$ cat src/rtl/mod_line_fill_responder_pkg.sv
// mod_line_fill_responder_pkg
//   Definitions shared by the L1 instruction/data caches and the line-fill
//   responder. It holds the fill state encoding, the block geometry constants
//   and an address alignment helper.
//   Ports: none (package).

package mod_line_fill_responder_pkg;

    // The four phases of one block fill, in the order a request passes through them.
    typedef enum logic [1:0] {
        IDLE    = 2'd0,
        MEM_REQ = 2'd1,
        FILL    = 2'd2,
        RESP    = 2'd3
    } fill_state_e;

    localparam int BLOCK_BITS = 512;
    localparam int BEATS      = 8;
    localparam int LOG_BEATS  = 3;
    localparam int ADDR_BITS  = 64;

    // Clears the byte-offset bits so the address points at the first byte of its block.
    function automatic logic [ADDR_BITS-1:0] align_block(
        input logic [ADDR_BITS-1:0] addr,
        input int                   log_bytes
    );
        logic [ADDR_BITS-1:0] mask;
        mask = ~((ADDR_BITS'(1) << log_bytes) - ADDR_BITS'(1));
        return addr & mask;
    endfunction

endpackage

$ cat src/rtl/mod_line_fill_responder_if.sv
// mod_line_fill_responder_if
//   Bundles the cache-side block protocol and the memory-side beat protocol
//   seen by the line-fill responder.
//   Cache side : reqcyc/req/reqtag -> reqack, resp/resptag/respcyc <- respack
//   Memory side: mem_reqcyc/mem_req -> mem_reqack, mem_respcyc/mem_resp -> mem_respack
//   Modports   : slave  = the responder itself
//                master = the environment (cache plus memory) driving the responder

interface mod_line_fill_responder_if
    import mod_line_fill_responder_pkg::*;
#(
    parameter int WORDSIZE   = 64,
    parameter int TAGWIDTH   = 13,
    parameter int BLOCKWIDTH = BLOCK_BITS
) ();

    logic                  reqcyc;
    logic [ADDR_BITS-1:0]  req;
    logic [TAGWIDTH-1:0]   reqtag;
    logic                  reqack;
    logic [BLOCKWIDTH-1:0] resp;
    logic [TAGWIDTH-1:0]   resptag;
    logic                  respcyc;
    logic                  respack;

    logic                  mem_reqcyc;
    logic [ADDR_BITS-1:0]  mem_req;
    logic                  mem_reqack;
    logic                  mem_respcyc;
    logic [WORDSIZE-1:0]   mem_resp;
    logic                  mem_respack;

    modport slave (
        input  reqcyc, req, reqtag, respack,
        input  mem_reqack, mem_respcyc, mem_resp,
        output reqack, resp, resptag, respcyc,
        output mem_reqcyc, mem_req, mem_respack
    );

    modport master (
        output reqcyc, req, reqtag, respack,
        output mem_reqack, mem_respcyc, mem_resp,
        input  reqack, resp, resptag, respcyc,
        input  mem_reqcyc, mem_req, mem_respack
    );

endinterface

$ cat src/rtl/mod_line_fill_responder_assembler.sv
// mod_line_assembler
//   Beat counter plus a block-wide register. Each loaded beat lands in the
//   slot selected by the counter, so the finished block is ordered by beat,
//   with beat 0 in the lowest bits.
//   Ports:
//     clk, reset : clock and asynchronous active-low reset
//     clear      : restart at beat 0 (the block contents are left alone)
//     load       : store beat into the current slot and advance
//     beat       : incoming memory word
//     block      : assembled block
//     done       : high during the load of the final beat

module mod_line_assembler
    import mod_line_fill_responder_pkg::*;
#(
    parameter int WORDSIZE = 64,
    parameter int NBEATS   = BEATS,
    parameter int CNTW     = LOG_BEATS
) (
    input  logic                       clk,
    input  logic                       reset,
    input  logic                       clear,
    input  logic                       load,
    input  logic [WORDSIZE-1:0]        beat,
    output logic [WORDSIZE*NBEATS-1:0] block,
    output logic                       done
);

    logic [CNTW-1:0]            cnt_q;
    logic [WORDSIZE*NBEATS-1:0] block_q;

    assign done  = load && (cnt_q == CNTW'(NBEATS - 1));
    assign block = block_q;

    // The counter wraps to 0 on the final beat, so the next fill starts at slot 0
    // even without a clear.
    always_ff @(posedge clk or negedge reset) begin
        if (!reset) begin
            cnt_q   <= '0;
            block_q <= '0;
        end else if (clear) begin
            cnt_q <= '0;
        end else if (load) begin
            block_q[WORDSIZE*cnt_q +: WORDSIZE] <= beat;
            cnt_q <= done ? '0 : cnt_q + CNTW'(1);
        end
    end

endmodule

$ cat src/rtl/mod_line_fill_responder.sv
// mod_line_fill_responder
//   Memory-side responder of the cache block protocol. It accepts one block
//   request at a time, reads the block as a burst of beats over the memory
//   port, and returns the assembled block with the original request tag.
//   Ports:
//     clk   : single clock; all state changes on posedge
//     reset : asynchronous, active-low; clears all state
//     bus   : mod_line_fill_responder_if.slave (cache and memory handshakes)

module mod_line_fill_responder
    import mod_line_fill_responder_pkg::*;
#(
    parameter int WORDSIZE = 64,
    parameter int LOGWIDTH = 6,
    parameter int TAGWIDTH = 13
) (
    input  logic                            clk,
    input  logic                            reset,
    mod_line_fill_responder_if.slave        bus
);

    localparam int BLOCK_W = (1 << LOGWIDTH) * 8;
    localparam int NBEATS  = BLOCK_W / WORDSIZE;
    localparam int CNTW    = $clog2(NBEATS);

    fill_state_e          state, next_state;
    logic                 start;
    logic                 beat_load;
    logic                 beat_last;
    logic                 mem_reqcyc_c;
    logic                 respcyc_c;
    logic                 reqack_q;
    logic [ADDR_BITS-1:0] mem_req_q;
    logic [TAGWIDTH-1:0]  tag_q;
    logic [BLOCK_W-1:0]   block;

    // State register.
    always_ff @(posedge clk or negedge reset) begin
        if (!reset) begin
            state <= IDLE;
        end else begin
            state <= next_state;
        end
    end

    // Next-state logic. Each phase waits on exactly one handshake, so a
    // request arriving outside IDLE is simply not looked at.
    always_comb begin
        next_state = state;
        case (state)
            IDLE:    if (bus.reqcyc)     next_state = MEM_REQ;
            MEM_REQ: if (bus.mem_reqack) next_state = FILL;
            FILL:    if (beat_last)      next_state = RESP;
            RESP:    if (bus.respack)    next_state = IDLE;
            default:                     next_state = IDLE;
        endcase
    end

    // Outputs decoded from the state. Beats are accepted only in FILL; a beat
    // that shows up together with mem_reqack is still in MEM_REQ and is ignored.
    always_comb begin
        start        = 1'b0;
        beat_load    = 1'b0;
        mem_reqcyc_c = 1'b0;
        respcyc_c    = 1'b0;
        case (state)
            IDLE:    start        = bus.reqcyc;
            MEM_REQ: mem_reqcyc_c = 1'b1;
            FILL:    beat_load    = bus.mem_respcyc;
            RESP:    respcyc_c    = 1'b1;
            default: ;
        endcase
    end

    // Request capture. reqack is a registered copy of the accept decision, so it
    // pulses for one cycle in the first MEM_REQ cycle. The address and tag stay
    // put until the next accepted request. That keeps mem_req stable while memory
    // stalls and keeps resptag stable while the cache stalls.
    always_ff @(posedge clk or negedge reset) begin
        if (!reset) begin
            reqack_q  <= 1'b0;
            mem_req_q <= '0;
            tag_q     <= '0;
        end else begin
            reqack_q <= start;
            if (start) begin
                mem_req_q <= align_block(bus.req, LOGWIDTH);
                tag_q     <= bus.reqtag;
            end
        end
    end

    mod_line_assembler #(
        .WORDSIZE (WORDSIZE),
        .NBEATS   (NBEATS),
        .CNTW     (CNTW)
    ) u_assembler (
        .clk   (clk),
        .reset (reset),
        .clear (start),
        .load  (beat_load),
        .beat  (bus.mem_resp),
        .block (block),
        .done  (beat_last)
    );

    assign bus.reqack      = reqack_q;
    assign bus.mem_reqcyc  = mem_reqcyc_c;
    assign bus.mem_req     = mem_req_q;
    assign bus.mem_respack = beat_load;
    assign bus.respcyc     = respcyc_c;
    assign bus.resp        = block;
    assign bus.resptag     = tag_q;

endmodule

$ cat src/flat_wrapper.sv
// flat-port wrapper written by rule: the top's interface ports become plain ports
module mod_line_fill_responder_flat import mod_line_fill_responder_pkg::*;
#(
    parameter int WORDSIZE = 64,
    parameter int LOGWIDTH = 6,
    parameter int TAGWIDTH = 13
)
  (clk, reset, bus_reqcyc, bus_req, bus_reqtag, bus_respack, bus_mem_reqack, bus_mem_respcyc, bus_mem_resp, bus_reqack, bus_resp, bus_resptag, bus_respcyc, bus_mem_reqcyc, bus_mem_req, bus_mem_respack);
  mod_line_fill_responder_if #(.WORDSIZE(WORDSIZE), .TAGWIDTH(TAGWIDTH), .BLOCKWIDTH(512)) bus_i ();
  input  logic clk;
  input  logic reset;
  input wire logic [$bits(bus_i.reqcyc)-1:0] bus_reqcyc;
  input wire logic [$bits(bus_i.req)-1:0] bus_req;
  input wire logic [$bits(bus_i.reqtag)-1:0] bus_reqtag;
  input wire logic [$bits(bus_i.respack)-1:0] bus_respack;
  input wire logic [$bits(bus_i.mem_reqack)-1:0] bus_mem_reqack;
  input wire logic [$bits(bus_i.mem_respcyc)-1:0] bus_mem_respcyc;
  input wire logic [$bits(bus_i.mem_resp)-1:0] bus_mem_resp;
  output wire logic [$bits(bus_i.reqack)-1:0] bus_reqack;
  output wire logic [$bits(bus_i.resp)-1:0] bus_resp;
  output wire logic [$bits(bus_i.resptag)-1:0] bus_resptag;
  output wire logic [$bits(bus_i.respcyc)-1:0] bus_respcyc;
  output wire logic [$bits(bus_i.mem_reqcyc)-1:0] bus_mem_reqcyc;
  output wire logic [$bits(bus_i.mem_req)-1:0] bus_mem_req;
  output wire logic [$bits(bus_i.mem_respack)-1:0] bus_mem_respack;
  assign bus_i.reqcyc = bus_reqcyc;
  assign bus_i.req = bus_req;
  assign bus_i.reqtag = bus_reqtag;
  assign bus_i.respack = bus_respack;
  assign bus_i.mem_reqack = bus_mem_reqack;
  assign bus_i.mem_respcyc = bus_mem_respcyc;
  assign bus_i.mem_resp = bus_mem_resp;
  assign bus_reqack = bus_i.reqack;
  assign bus_resp = bus_i.resp;
  assign bus_resptag = bus_i.resptag;
  assign bus_respcyc = bus_i.respcyc;
  assign bus_mem_reqcyc = bus_i.mem_reqcyc;
  assign bus_mem_req = bus_i.mem_req;
  assign bus_mem_respack = bus_i.mem_respack;
  mod_line_fill_responder #(.WORDSIZE(WORDSIZE), .LOGWIDTH(LOGWIDTH), .TAGWIDTH(TAGWIDTH)) u_core (.clk(clk), .reset(reset), .bus(bus_i));
endmodule
$ cat config.mk
export PLATFORM = sky130hd
export DESIGN_NAME = mod_line_fill_responder_flat
export DESIGN_NICKNAME = d
export VERILOG_FILES = /design/src/rtl/mod_line_fill_responder_pkg.sv /design/src/rtl/mod_line_fill_responder_if.sv /design/src/rtl/mod_line_fill_responder_assembler.sv /design/src/rtl/mod_line_fill_responder.sv /design/src/flat_wrapper.sv
export SDC_FILE = /design/constraint.sdc
export NUM_CORES = 1
export LEC_CHECK = 0
export BUFFER_PORTS_ARGS = -buffer_cell sky130_fd_sc_hd__buf_4
export CAP_MARGIN = 20
export CELL_PAD_IN_SITES_DETAIL_PLACEMENT = 0
export CELL_PAD_IN_SITES_GLOBAL_PLACEMENT = 2
export CORE_ASPECT_RATIO = 2
export CORE_MARGIN = 3
export CORE_UTILIZATION = 31
export CTS_BUF_LIST = sky130_fd_sc_hd__clkbuf_8
export DETAILED_ROUTE_END_ITERATION = 16
export PLACE_DENSITY = 0.76
export SYNTH_ARGS = -nofsm -noshare
export SYNTH_HDL_FRONTEND = slang
export SYNTH_SLANG_ARGS = --single-unit
$ cat constraint.sdc
create_clock -name clk -period 2.09 [get_ports clk]
set_input_delay 0.418 -clock clk [delete_from_list [all_inputs] [get_ports clk]]
set_output_delay 0.418 -clock clk [all_outputs]
set_load 0.01 [all_outputs]
==> out/metrics.cfg, run 1 <==
[status]
status = finished, final reports clean

[clock_network]
cts_buffer_depth = 3
clk_pin_slew_ns = 0.07
clock-root-buffer = clkbuf_8
insertion_delay_ns = 0.72
cts_num_sinks = 589
cts_htree_levels = 3
cts_tree = yes
cts_buffers = 88

[layout]
regArea_sq_um = 14700
area_growth_pct = 43.6
drive_gt1_share_pct = 46.0
multi_input_area_sq_um = 8930
final_cell_mix = buf_4 (785), dfrtp_1 (587), nand2_1 (398)
post-route-util_pct = 45.0
final.fill_count = 7293
final_area_sq_um = 35300
instances_no_fill = 3920
final_common_cell = buf_4
nNetsFinal = 2992

[synth]
ys_seq_area_share_pct = 60.0
synth_top_cell_by_area = dfrtp_1
synth_warnings = 0
yosys-top-cells-area = dfrtp_1 (60%), mux2_4 (11%), mux2_2 (6.5%)
ys_ff_latch = 589
syn_area_sq_um = 24600
synth_cells = 1876
yosysUniqueCellTypes = 43
syn_area_per_cell_sq_um = 13.1
netlist.area_leader.share_pct = 60.0

[drt]
drtAntennaViolNets = 0
first_pass_iters = 4
via_count = 18069
avgRoutedWirePerCell_um = 23.8
drt-total-wl_mm = 93.3
viasPerCell = 4.61
drt-initial-drc-count = 742
drc = 0

[global_routing]
grt_max_degree = 89
grt_antenna_before_repair = 2
grt-ovfl-total = 0
grt_pass1_wl_mm = 133
grt_pass1_vias = 19974
grt_usage_pct = 21.6

[die]
die_area_sq_um = 82900
fp-row-count = 145
die_w_um = 205
ios = 740
dieHeight_um = 404
start_util_pct = 31.4
core_area_sq_um = 78400

[pwr]
peakVddDrop_mv = 0.677
p_total_mw = 35.9
p_leak_nw = 18.5
power.density_nw_per_um2 = 1020

[setup_path]
endpoint_kind = register
start_kind = register
crit_type = register to register
cp.required_ns = 2.68
crit_fanout = 8
cp.arrival_ns = 2.67

[placed_design]
dp_hpwl_mm = 67.3
dp.cells = 3610
port_buffers = 727
place.gp.congestion = 0.817
place_ws_ns = -0.0969
placed_area_sq_um = 31600

[timing]
timing.fmax_mhz = 480
fin_crit_ns = 2.08
finalMaxSlewViolations = 0
whs_ns = 0.174
rsz0062_at_grt = yes
fin_ws_ns = 0.00820
max_slew_margin_pct = 47.1
skew_ns = 0.0342
worst_slew_pin_slew_ns = 0.794
hold_viol = 0
setup_viol = 0
period_share_pct = 99.6
setup_tns_ns = 0

[flow_run]
maxCapViolations = 0

[hold_path]
worstHoldPathType = primary input to async pin

[flip-flops by register name, indices dropped and copies added, names as in the netlist]
| register | flops |
|---|---|
| u_core.bus.resptag | 13 |
| u_core.state | 2 |
| u_core.u_assembler.cnt_q | 3 |
| u_core.bus.mem_req | 58 |
| u_core.bus.reqack | 1 |
| u_core.u_assembler.block | 512 |
[Yosys cell counts (all sizes together)]
cell and instances:
o221ai 1, o31a 1, clkbuf 30, nand2b 11, and3 35, mux2i 32, nand4 2, conb 1
nand4b 1, a21boi 1, buf 85, nand2 402, mux2 384, o21ai 97, o32a 1, and2 109
a31oi 1, nor4 1, nor3b 3, nand3 3, nor3 2, ha 12, dfrtp 589, nor4b 1
and2b 1, inv 41, a21oi 4, nor2 25
[power by group]
part	switching (mW)	total (mW)	internal [mW]
combinational	5.99	11.6	5.64
sequential	1.14	14.3	13.2
clock	4.67	9.88	5.22
total	11.8	35.9	24.1
[kinds of logic after synthesis]
group	Yosys count	share of synthesized area [%]
flops	589	60.0
buf+inv	156	4.26
other cells	1	0.0153
mux	416	21.6
simple gates	596	11.2
compound gates	106	2.33
fa+ha+maj	12	0.611
[critical path: stages, from the launching register on]
cell	delay [ns]
dfrtp_2	0.39
inv_4	0.04
ha_4	0.16
ha_4	0.26
a31oi_4	0.18
and3_4	0.27
buf_12	0.15
buf_6	0.20
mux2_4	0.31
[metal layers]
| layer | track usage (%) | wire (um) | vias up |
|---|---|---|---|
| met3 | 6.70 | 7310 | 142 |
| met1 | 23.9 | 34600 | 9068 |
| met2 | 37.9 | 47700 | 741 |
| li1 | - | - | 8118 |
| met4 | 9.43 | 3700 | 0 |
| met5 | 0 | 0 | - |
[final timing paths]
| path | end | slack [ns] | from | depth (start not counted) |
|---|---|---|---|---|
| setup / recovery | u_core.u_assembler.block[355]$_DFFE_PN0P_ | 0.008 | u_core.u_assembler.cnt_q[0]$_DFFE_PN0P_ | 8 |
| hold / removal | u_core.u_assembler.block[441]$_DFFE_PN0P_ | 0.17 | reset | 2 |
| setup reg to reg | u_core.u_assembler.block[355]$_DFFE_PN0P_ | 0.008 | u_core.u_assembler.cnt_q[0]$_DFFE_PN0P_ | 8 |
| hold reg to reg | u_core.bus.mem_req[22]$_DFFE_PN0N_ | 0.48 | u_core.bus.mem_req[22]$_DFFE_PN0N_ | 2 |
| max in group asynchronous | u_core.bus.mem_req[27]$_DFFE_PN0N_ | 1.12 | reset | 3 |
| min in group clk | u_core.state[0]$_DFFE_PN0P_ | 0.20 | bus_mem_respcyc | 4 |
[what timing repair did]
item / in CTS / in global routing
hold endpoints to repair: 668 / 0
gates cloned: 1 / 10
buffers inserted: 8 / 8
pin swaps: 3 / 6
resized for setup: 9 / 28
setup endpoints to repair: 175 / 183
hold buffers: 136 / 0
[cell type report]
cell class / count / area share (%)
Timing Repair Buffer: 977 / 23.7
Clock inverter: 34 / 0.698
Tap cell: 1029 / 3.65
Clock buffer: 113 / 4.41
Inverter: 41 / 0.450
Antenna cell: 1 / 0.00709
Sequential cell: 589 / 41.8
Multi-Input combinational cell: 1136 / 25.3
No activity file was read; power rests on OpenSTA's default activity.
==> run 2, diff against run 1 <==
Clock period 2.09 ns to 1.75 ns, I/O delays scaled along.
==> run 2 against run 1 <==
Against the previous run:
- the run now ends with setup timing left
- worst hold slack got worse by 0.074 ns
- clock-buffer cell count shrank 3
- non-clock buffer count increased by 130
- utilization increased by 4.3 points
- first-iteration DRC count shrank 6.6%
- sequential power increased by 21%
- maximum frequency down 1.8%
- global-route usage is 1.9 points higher
==> out/metrics.cfg, run 2 (synthesis results as in run 1) <==
[status]
status = finished, violations left  ; was finished, final reports clean
violations = setup timing

[setup_path]
crit_fanout = 16  ; was 8
cp.required_ns = 2.34  ; was 2.68 ns
crit_chain = inv_6 > ha_4 > ha_4 > buf_6 > o31a_4 > buf_12 > nand4_4 > buf_12 > buf_12 > mux2_2  ; was inv_4 > ha_4 > ha_4 > a31oi_4 > and3_4 > buf_12 > buf_6 > mux2_4
slowest_delay_ns = 0.44  ; was 0.39 ns
endpoint_kind = register  ; unchanged
critPathSlowestCell = dfrtp_2  ; unchanged
cp_num_buf_inv = 5  ; was 3
start_kind = register  ; unchanged
cp.arrival_ns = 2.71  ; was 2.67 ns
crit_type = register to register  ; unchanged
cp_top_family = buffers and inverters  ; was adder cells
cpMostUsedCell = buf_12  ; was ha_4

[layout]
largest_register_ffs = 512  ; unchanged
final_common_cell = buf_4  ; unchanged
nNetsFinal = 3121  ; was 2992
drive_gt1_share_pct = 55.0  ; was 46.0%
final.fill_count = 7009  ; was 7293
final_cell_mix = buf_4 (803), dfrtp_1 (578), nand2_1 (324)  ; was buf_4 (785), dfrtp_1 (587), nand2_1 (398)
area_growth_pct = 57.2  ; was 43.6%
post-route-util_pct = 49.3  ; was 45.0%

[clock_network]
cts_htree_levels = 3  ; unchanged
cts_tree = yes  ; unchanged
cts_buffers = 87  ; was 88
clock-root-buffer = clkbuf_8  ; unchanged
cts_num_sinks = 589  ; unchanged
cts_buffer_depth = 3  ; unchanged
clk_pin_slew_ns = 0.07  ; about the same
insertion_delay_ns = 0.75  ; was 0.72 ns

[flow_run]
maxCapViolations = 0  ; unchanged

[die]
die_area_sq_um = 82900  ; unchanged
fp-row-count = 145  ; unchanged
ios = 740  ; unchanged
die_w_um = 205  ; unchanged
dieHeight_um = 404  ; unchanged
start_util_pct = 31.4  ; unchanged
core_area_sq_um = 78400  ; unchanged

[timing]
finalMaxSlewViolations = 0  ; unchanged
skew_ns = 0.0534  ; was 0.0342 ns
setup_tns_ns = -134.35  ; was 0 ns
fin_ws_ns = -0.371  ; was 0.00820 ns
worst_slew_pin_slew_ns = 0.508  ; was 0.794 ns
timing.fmax_mhz = 471  ; was 480 MHz
rsz0062_at_grt = yes  ; unchanged
period_share_pct = 121  ; was 99.6%
fin_crit_ns = 2.12  ; was 2.08 ns
max_slew_margin_pct = 66.1  ; was 47.1%
hold_viol = 0  ; unchanged
setup_viol = 515  ; was 0

[global_routing]
grt_pass1_wl_mm = 143  ; was 133 mm
grt_max_degree = 75  ; was 89
grt_pass1_vias = 20946  ; was 19974
grtUsageMet3_pct = 6.75  ; was 6.70%
use_met1_pct = 26.0  ; was 23.9%
grt_antenna_before_repair = 5  ; was 2
grt-ovfl-total = 0  ; unchanged
grt_usage_pct = 23.5  ; was 21.6%
grtUsageMet2_pct = 40.5  ; was 37.9%
grt-busiest-layer = met2  ; unchanged

[drt]
drt-initial-drc-count = 693  ; was 742
drtAntennaViolNets = 0  ; unchanged
first_pass_iters = 7  ; was 4
drt-total-wl_mm = 104  ; was 93.3 mm
viasPerCell = 4.73  ; was 4.61
drc = 0  ; unchanged
avgRoutedWirePerCell_um = 25.7  ; was 23.8 um
via_count = 19215  ; was 18069

[hold_path]
worstHoldPathType = primary input to async pin  ; unchanged

[pwr]
p_total_mw = 45.8  ; was 35.9 mW
peakVddDrop_mv = 1.01  ; was 0.677 mV
p_leak_nw = 20.0  ; was 18.5 nW
power.density_nw_per_um2 = 1180  ; was 1020 nW/um^2

[placed_design]
dp_hpwl_mm = 68.8  ; was 67.3 mm
port_buffers = 727  ; unchanged
place.gp.congestion = 0.818  ; was 0.817
place_ws_ns = -0.309  ; was -0.0969 ns

run 2: changes by cell type in the layout (fill, tap and decap cells not counted), moves of 13 or more:
cell	delta
buf_12	+30
o21ai_2	+55
o21ai_0	-47
nand2_1	-74
mux2_1	-62
buf_8	+13
buf_4	+18
mux2_4	+79
buf_16	+24
mux2_2	-17
nand2_2	+32
nand2_4	+42
buf_6	+36
run 2: path summary, 6_finish.rpt:
kind | to | depth (start not counted) | slack, ns | startpoint
hold reg to reg | u_core.bus.mem_req[12]$_DFFE_PN0N_ | 2 | 0.48 | u_core.bus.mem_req[12]$_DFFE_PN0N_
setup / recovery | u_core.u_assembler.block[207]$_DFFE_PN0P_ | 10 | -0.37 | u_core.u_assembler.cnt_q[0]$_DFFE_PN0P_
setup reg to reg | u_core.u_assembler.block[207]$_DFFE_PN0P_ | 10 | -0.37 | u_core.u_assembler.cnt_q[0]$_DFFE_PN0P_
hold / removal | u_core.u_assembler.block[472]$_DFFE_PN0P_ | 2 | 0.1 | reset
max in group asynchronous | u_core.u_assembler.block[294]$_DFFE_PN0P_ | 4 | 0.78 | reset
min in group clk | u_core.u_assembler.cnt_q[1]$_DFFE_PN0P_ | 5 | 0.13 | bus_reqcyc
run 2: report_power, final:
group | switching (mW) | leakage [nW] | total [mW] | internal (mW)
clock | 5.77 | 1.07 | 12.4 | 6.59
combinational | 7.86 | 11.1 | 16.1 | 8.23
sequential | 1.54 | 7.85 | 17.3 | 15.8
run 2: what timing repair did:
item                                    in CTS  in global routing
endpoints found under the setup margin     612                600
hold endpoints to repair                   678                  0
buffers inserted                            53                 21
resized for setup                          126                291
hold buffers                               136                  0
pin swaps                                   20                 90
gates cloned                                34                 21
run 2: metal layers:
metal	vias up	share of wire (%)	wire, um
li1	8424	-	-
met1	9717	37	38300
met2	857	51	52700
met3	215	7.6	7870
met4	2	5.2	5400
met5	-	0.012	13
run 2: final cells by class:
type	count	area (sq um)	area share, %
inverters	41	171	0.444
diodes	2	5.00	0.0129
clock buffers	110	1510	3.92
clock inverters	46	395	1.02
multi-input cells	1136	9930	25.7
flip-flops and latches	589	14800	38.2
well taps	1029	1290	3.33
repair buffers	1107	10600	27.4
run 2: through the flow:
stage               area [sq um]  std cells  hold WS [ns]
finish                     38600       4060        0.0993
global route               38600       4059        0.0545
CTS                        37400       4039       0.00279
detailed placement         32200       3661         0.265
global placement           32200       3661         0.258
floorplan                  25000       1881        0.0544
